==> src/rtl/instr_register_queue.sv <==
`default_nettype none
// ============================================================================
// Module   : instr_register_queue
// Brief    : FIFO-ordered instruction store with show-ahead head and peek port.
//            Optional drop counter enabled by macro INSTR_REG_DROP_CNT_EN.
// Revision : 1.0 - initial release
// ============================================================================
module instr_register_queue #(
  parameter int OPC_W = 4,
  parameter int OPD_W = 32,
  parameter int DEPTH = 8,
  parameter int IDX_W = $clog2(DEPTH),
  parameter int CNT_W = $clog2(DEPTH+1)
) (
  input  logic                     clk,
  input  logic                     reset_en,
  input  logic                     flush,
  input  logic                     wr_valid,
  output logic                     wr_ready,
  input  logic [OPC_W-1:0]         wr_opcode,
  input  logic [OPD_W-1:0]         wr_operand_a,
  input  logic [OPD_W-1:0]         wr_operand_b,
  output logic                     rd_valid,
  input  logic                     rd_ready,
  output logic [OPC_W+2*OPD_W-1:0] rd_instr,
  input  logic [IDX_W-1:0]         peek_index,
  output logic [OPC_W+2*OPD_W-1:0] peek_instr,
  output logic                     peek_valid,
  output logic [CNT_W-1:0]         count,
  output logic                     full,
`ifdef INSTR_REG_DROP_CNT_EN
  output logic [15:0]              drop_count,
`endif
  output logic                     empty
);

  localparam int INSTR_W = OPC_W + 2*OPD_W;
  localparam logic [IDX_W-1:0] c_last_ptr  = IDX_W'(DEPTH-1);
  localparam logic [CNT_W-1:0] c_depth_cnt = CNT_W'(DEPTH);
  localparam logic [IDX_W:0]   c_depth_mod = (IDX_W+1)'(DEPTH);

  logic [INSTR_W-1:0] r_mem [DEPTH];
  logic [IDX_W-1:0]   r_wr_ptr;
  logic [IDX_W-1:0]   r_rd_ptr;
  logic [CNT_W-1:0]   r_count;

  logic               w_push;
  logic               w_pop;
  logic [IDX_W:0]     w_peek_sum;
  logic [IDX_W-1:0]   w_peek_ptr;

  assign full     = (r_count == c_depth_cnt);
  assign empty    = (r_count == '0);
  assign wr_ready = !full;
  assign rd_valid = !empty;
  assign count    = r_count;

  assign w_push = wr_valid && wr_ready;
  assign w_pop  = rd_valid && rd_ready;

  // Modulo on a one-bit-wider sum keeps the wrap correct for any DEPTH.
  assign w_peek_sum = {1'b0, r_rd_ptr} + {1'b0, peek_index};
  assign w_peek_ptr = IDX_W'(w_peek_sum % c_depth_mod);

  assign rd_instr   = r_mem[r_rd_ptr];
  assign peek_instr = r_mem[w_peek_ptr];
  assign peek_valid = (CNT_W'(peek_index) < r_count);

  always_ff @(posedge clk or posedge reset_en) begin
    if (reset_en) begin
      for (int i = 0; i < DEPTH; i++) begin
        r_mem[i] <= '0;
      end
    end else if (w_push && !flush) begin
      r_mem[r_wr_ptr] <= {wr_opcode, wr_operand_a, wr_operand_b};
    end
  end

  always_ff @(posedge clk or posedge reset_en) begin
    if (reset_en) begin
      r_wr_ptr <= '0;
      r_rd_ptr <= '0;
      r_count  <= '0;
    end else if (flush) begin
      r_wr_ptr <= '0;
      r_rd_ptr <= '0;
      r_count  <= '0;
    end else begin
      if (w_push) begin
        r_wr_ptr <= (r_wr_ptr == c_last_ptr) ? '0 : r_wr_ptr + 1'b1;
      end
      if (w_pop) begin
        r_rd_ptr <= (r_rd_ptr == c_last_ptr) ? '0 : r_rd_ptr + 1'b1;
      end
      case ({w_push, w_pop})
        2'b10:   r_count <= r_count + 1'b1;
        2'b01:   r_count <= r_count - 1'b1;
        default: r_count <= r_count;
      endcase
    end
  end

`ifdef INSTR_REG_DROP_CNT_EN
  logic [15:0] r_drop_count;

  // Counts rejected push attempts; survives flush so overflow history is kept.
  always_ff @(posedge clk or posedge reset_en) begin
    if (reset_en) begin
      r_drop_count <= '0;
    end else if (wr_valid && !wr_ready && (r_drop_count != 16'hFFFF)) begin
      r_drop_count <= r_drop_count + 16'd1;
    end
  end

  assign drop_count = r_drop_count;
`endif

endmodule
`default_nettype wire

==> config.mk <==
export PLATFORM = sky130hd
export DESIGN_NAME = instr_register_queue
export DESIGN_NICKNAME = d
export VERILOG_FILES = /design/src/rtl/instr_register_queue.sv
export SDC_FILE = /design/constraint.sdc
export NUM_CORES = 1
export LEC_CHECK = 0
export ABC_AREA = 1
export CAP_MARGIN = 25
export CORE_MARGIN = 10
export CORE_UTILIZATION = 40
export CTS_BUF_LIST = sky130_fd_sc_hd__clkbuf_2
export DETAILED_ROUTE_END_ITERATION = 10
export PLACE_DENSITY = 0.54
export SLEW_MARGIN = 20
export SYNTH_ARGS = -nofsm -noshare
export SYNTH_HDL_FRONTEND = slang
export SYNTH_SLANG_ARGS = --single-unit
==> constraint.sdc <==
create_clock -name clk -period 37.2 [get_ports clk]
set_input_delay 7.44 -clock clk [delete_from_list [all_inputs] [get_ports clk]]
set_output_delay 7.44 -clock clk [all_outputs]
set_load 0.02 [all_outputs]
==> impl_metrics.tcl <==
set metrics [dict create \
    status "finished clean" \
    layout_common_cells "o21ai_0 (1202), nand2_1 (768), dfrtp_1 (551)" \
    cts.sink_count 554 \
    rsz0062_at_grt "false" \
    wl_per_cell_um 18.8 \
    cp-end-kind "output port" \
    fp-row-count 100 \
    core_area_mm2 0.0742 \
    grt_pass1_vias 27500 \
    antenna_found_initial 1 \
    synth_cell_types 29 \
    cp-start-kind "input port" \
    setup_tns_ps 0 \
    first_iter_violations 2284 \
    rr_worst_depth 6 \
    final_common_cell "o21ai_0" \
    async_reset_ff_frac 1.00 \
    multi_input_area_mm2 0.0133 \
    clock_latency_ps 1320 \
    synth_area_mm2 0.0298 \
    worst_hold_path_type "reg2reg" \
    viasPerCell 5.33 \
    whs_ps 489 \
    cpMaxStageDelayCell "fa_4" \
    die-area_mm2 0.0859 \
    syn_nets 4118 \
    r2r_end "r_rd_ptr[2]" \
    port_buffers 220 \
    post-route-min-period_ps 20160 \
    nFillCells 7801 \
    synth_seq_area_share 0.465 \
    cts_root_buf "clkbuf_2" \
    criticalPathCategory "in2out" \
    synthFlopType "dfrtp_1" \
    clock_skew_ps 65.8 \
    yosys_warnings 0 \
    area_growth_syn_to_layout_pct 12.8 \
    place.gp.congestion 0.755 \
    start_util 0.402 \
    hold_start "r_mem[453]" \
    cts_setup_buffers 0 \
    pwr_density_cell_mw_per_mm2 80.7 \
    min_to "r_mem[453]" \
    drc_errors 0 \
    htreeDepth 4 \
    cts_tree "done" \
    cts_resized 0 \
    syn_area_per_cell_um2 7.40 \
    grt_max_degree 173 \
    hold_buffers 0 \
    finalSetupViolCount 0 \
    synth_edf_count 0 \
    routed_wl_um 98100 \
    timing.rr.start "r_rd_ptr[0]" \
    clk_path_buf_depth 3 \
    whs_path_depth 2 \
    critPathMaxStageDelay_ps 1450 \
    slew_violations 0 \
    io_pins 221 \
    seq_area_mm2 0.0139 \
    required_ps 29760 \
    die-width_um 293 \
    fp.dieH_um 293 \
    yosys_register_bits 554 \
    max-vdd-ir-drop_v 0.0000614 \
    dp_hpwl_um 53100 \
    cap_violations 0 \
    grt_use_total 0.226 \
    cp_max_fo 77 \
    clk_pin_slew_ps 80 \
    syn-instance-count 4031 \
    firstDrtPassIters 6 \
    arrival_ps 12720 \
    nNetsFinal 4222 \
    cts_buffers 161 \
    layout-drive-gt1-share 0.0736 \
    slew_headroom 0.279 \
    vias 27800 \
    grt_overflow 0 \
    grt_pass1_wl_um 156000 \
    rrSetupSlack_ps 33840 \
    critical_path.cell_chain "clkdlybuf4s50_1 > ha_4 > fa_4 > buf_4 > buf_4 > o21ai_0 > o21ai_0 > inv_1 > o21ai_0 > clkdlybuf4s50_1" \
    period_share 0.542 \
    crit_top_cell "o21ai_0" \
    fmax_mhz 49.6 \
    hold_viol 0 \
    leakage_nw 15.2 \
    tightestPinTransition_ps 1080 \
    drtAntennaViolNets 0 \
]
==> metrics by stage <==
step	total power [mW]	worst slack, ps	cell area, um2	cells	util
final	2.72	17040	33700	5220	0.454
after global routing	2.96	16870	33700	5220	0.454
after CTS	2.74	17130	33600	5216	0.453
after detailed placement	2.27	17160	32200	4938	0.433
after global placement	2.26	17150	32000	4933	0.432
after floorplan	1.73	14270	29800	4031	-
==> final cells by class <==
| type | instances | share of cell area |
|---|---|---|
| sequential | 554 | 0.412 |
| multi-input combinational | 2861 | 0.396 |
| timing repair buffer | 265 | 0.0801 |
| tap | 969 | 0.0360 |
| clock buffer | 234 | 0.0348 |
| inverter | 292 | 0.0331 |
| clock inverter | 44 | 0.00766 |
| antenna | 1 | 0.0000744 |
==> registers in the layout, summed over array words and instances (netlist names) <==
| name | count |
|---|---|
| count | 4 |
| r_mem | 544 |
| r_rd_ptr | 3 |
| r_wr_ptr | 3 |
==> metal layers <==
layer,share of wire,global-route usage
met3,0.063,0.0477
met2,0.45,0.357
met5,0,0
met4,0.019,0.0680
met1,0.46,0.308
==> power breakdown <==
group	switching, mW	total, mW	internal [mW]
sequential	0.114	0.862	0.748
clock	0.273	0.461	0.188
combinational	0.874	1.39	0.519
==> logic make-up after synthesis <==
group | share of synthesized area
compound gates | 0.281
xor+xnor | 0.00138
fa+ha+maj | 0.00512
buf+inv | 0.0901
flops | 0.465
simple gates | 0.158
==> cells in the mapped netlist (all sizes together) (9+ instances only) <==
cell,n,area share
a211oi,68,0.017
a21oi,205,0.034
buf,110,0.026
clkbuf,214,0.027
dfrtp,554,0.46
ha,9,0.0038
inv,290,0.036
nand2,770,0.097
nand3,12,0.0020
nand4,10,0.0058
nor2,413,0.052
o21ai,1367,0.23
==> worst max-delay path: cells and delay by family <==
kind                     cells  cell delay (ps)
AO/OA/AOI/OAI                3              840
adder cells (fa/ha/maj)      2             1640
buffers and inverters        5             2680
==> how the worst max path moves through the flow <==
stage	startpoint	end	slack, ps	depth (start not counted)
after floorplan	reset_en	count[0]	14270	1
after global placement	peek_index[0]	peek_instr[65]	17150	10
after detailed placement	peek_index[0]	peek_instr[65]	17160	10
after CTS	peek_index[0]	peek_instr[65]	17130	10
after global routing	peek_index[0]	peek_instr[64]	16870	10
final	peek_index[0]	peek_instr[65]	17040	10
(Power assumes the default switching activity.)
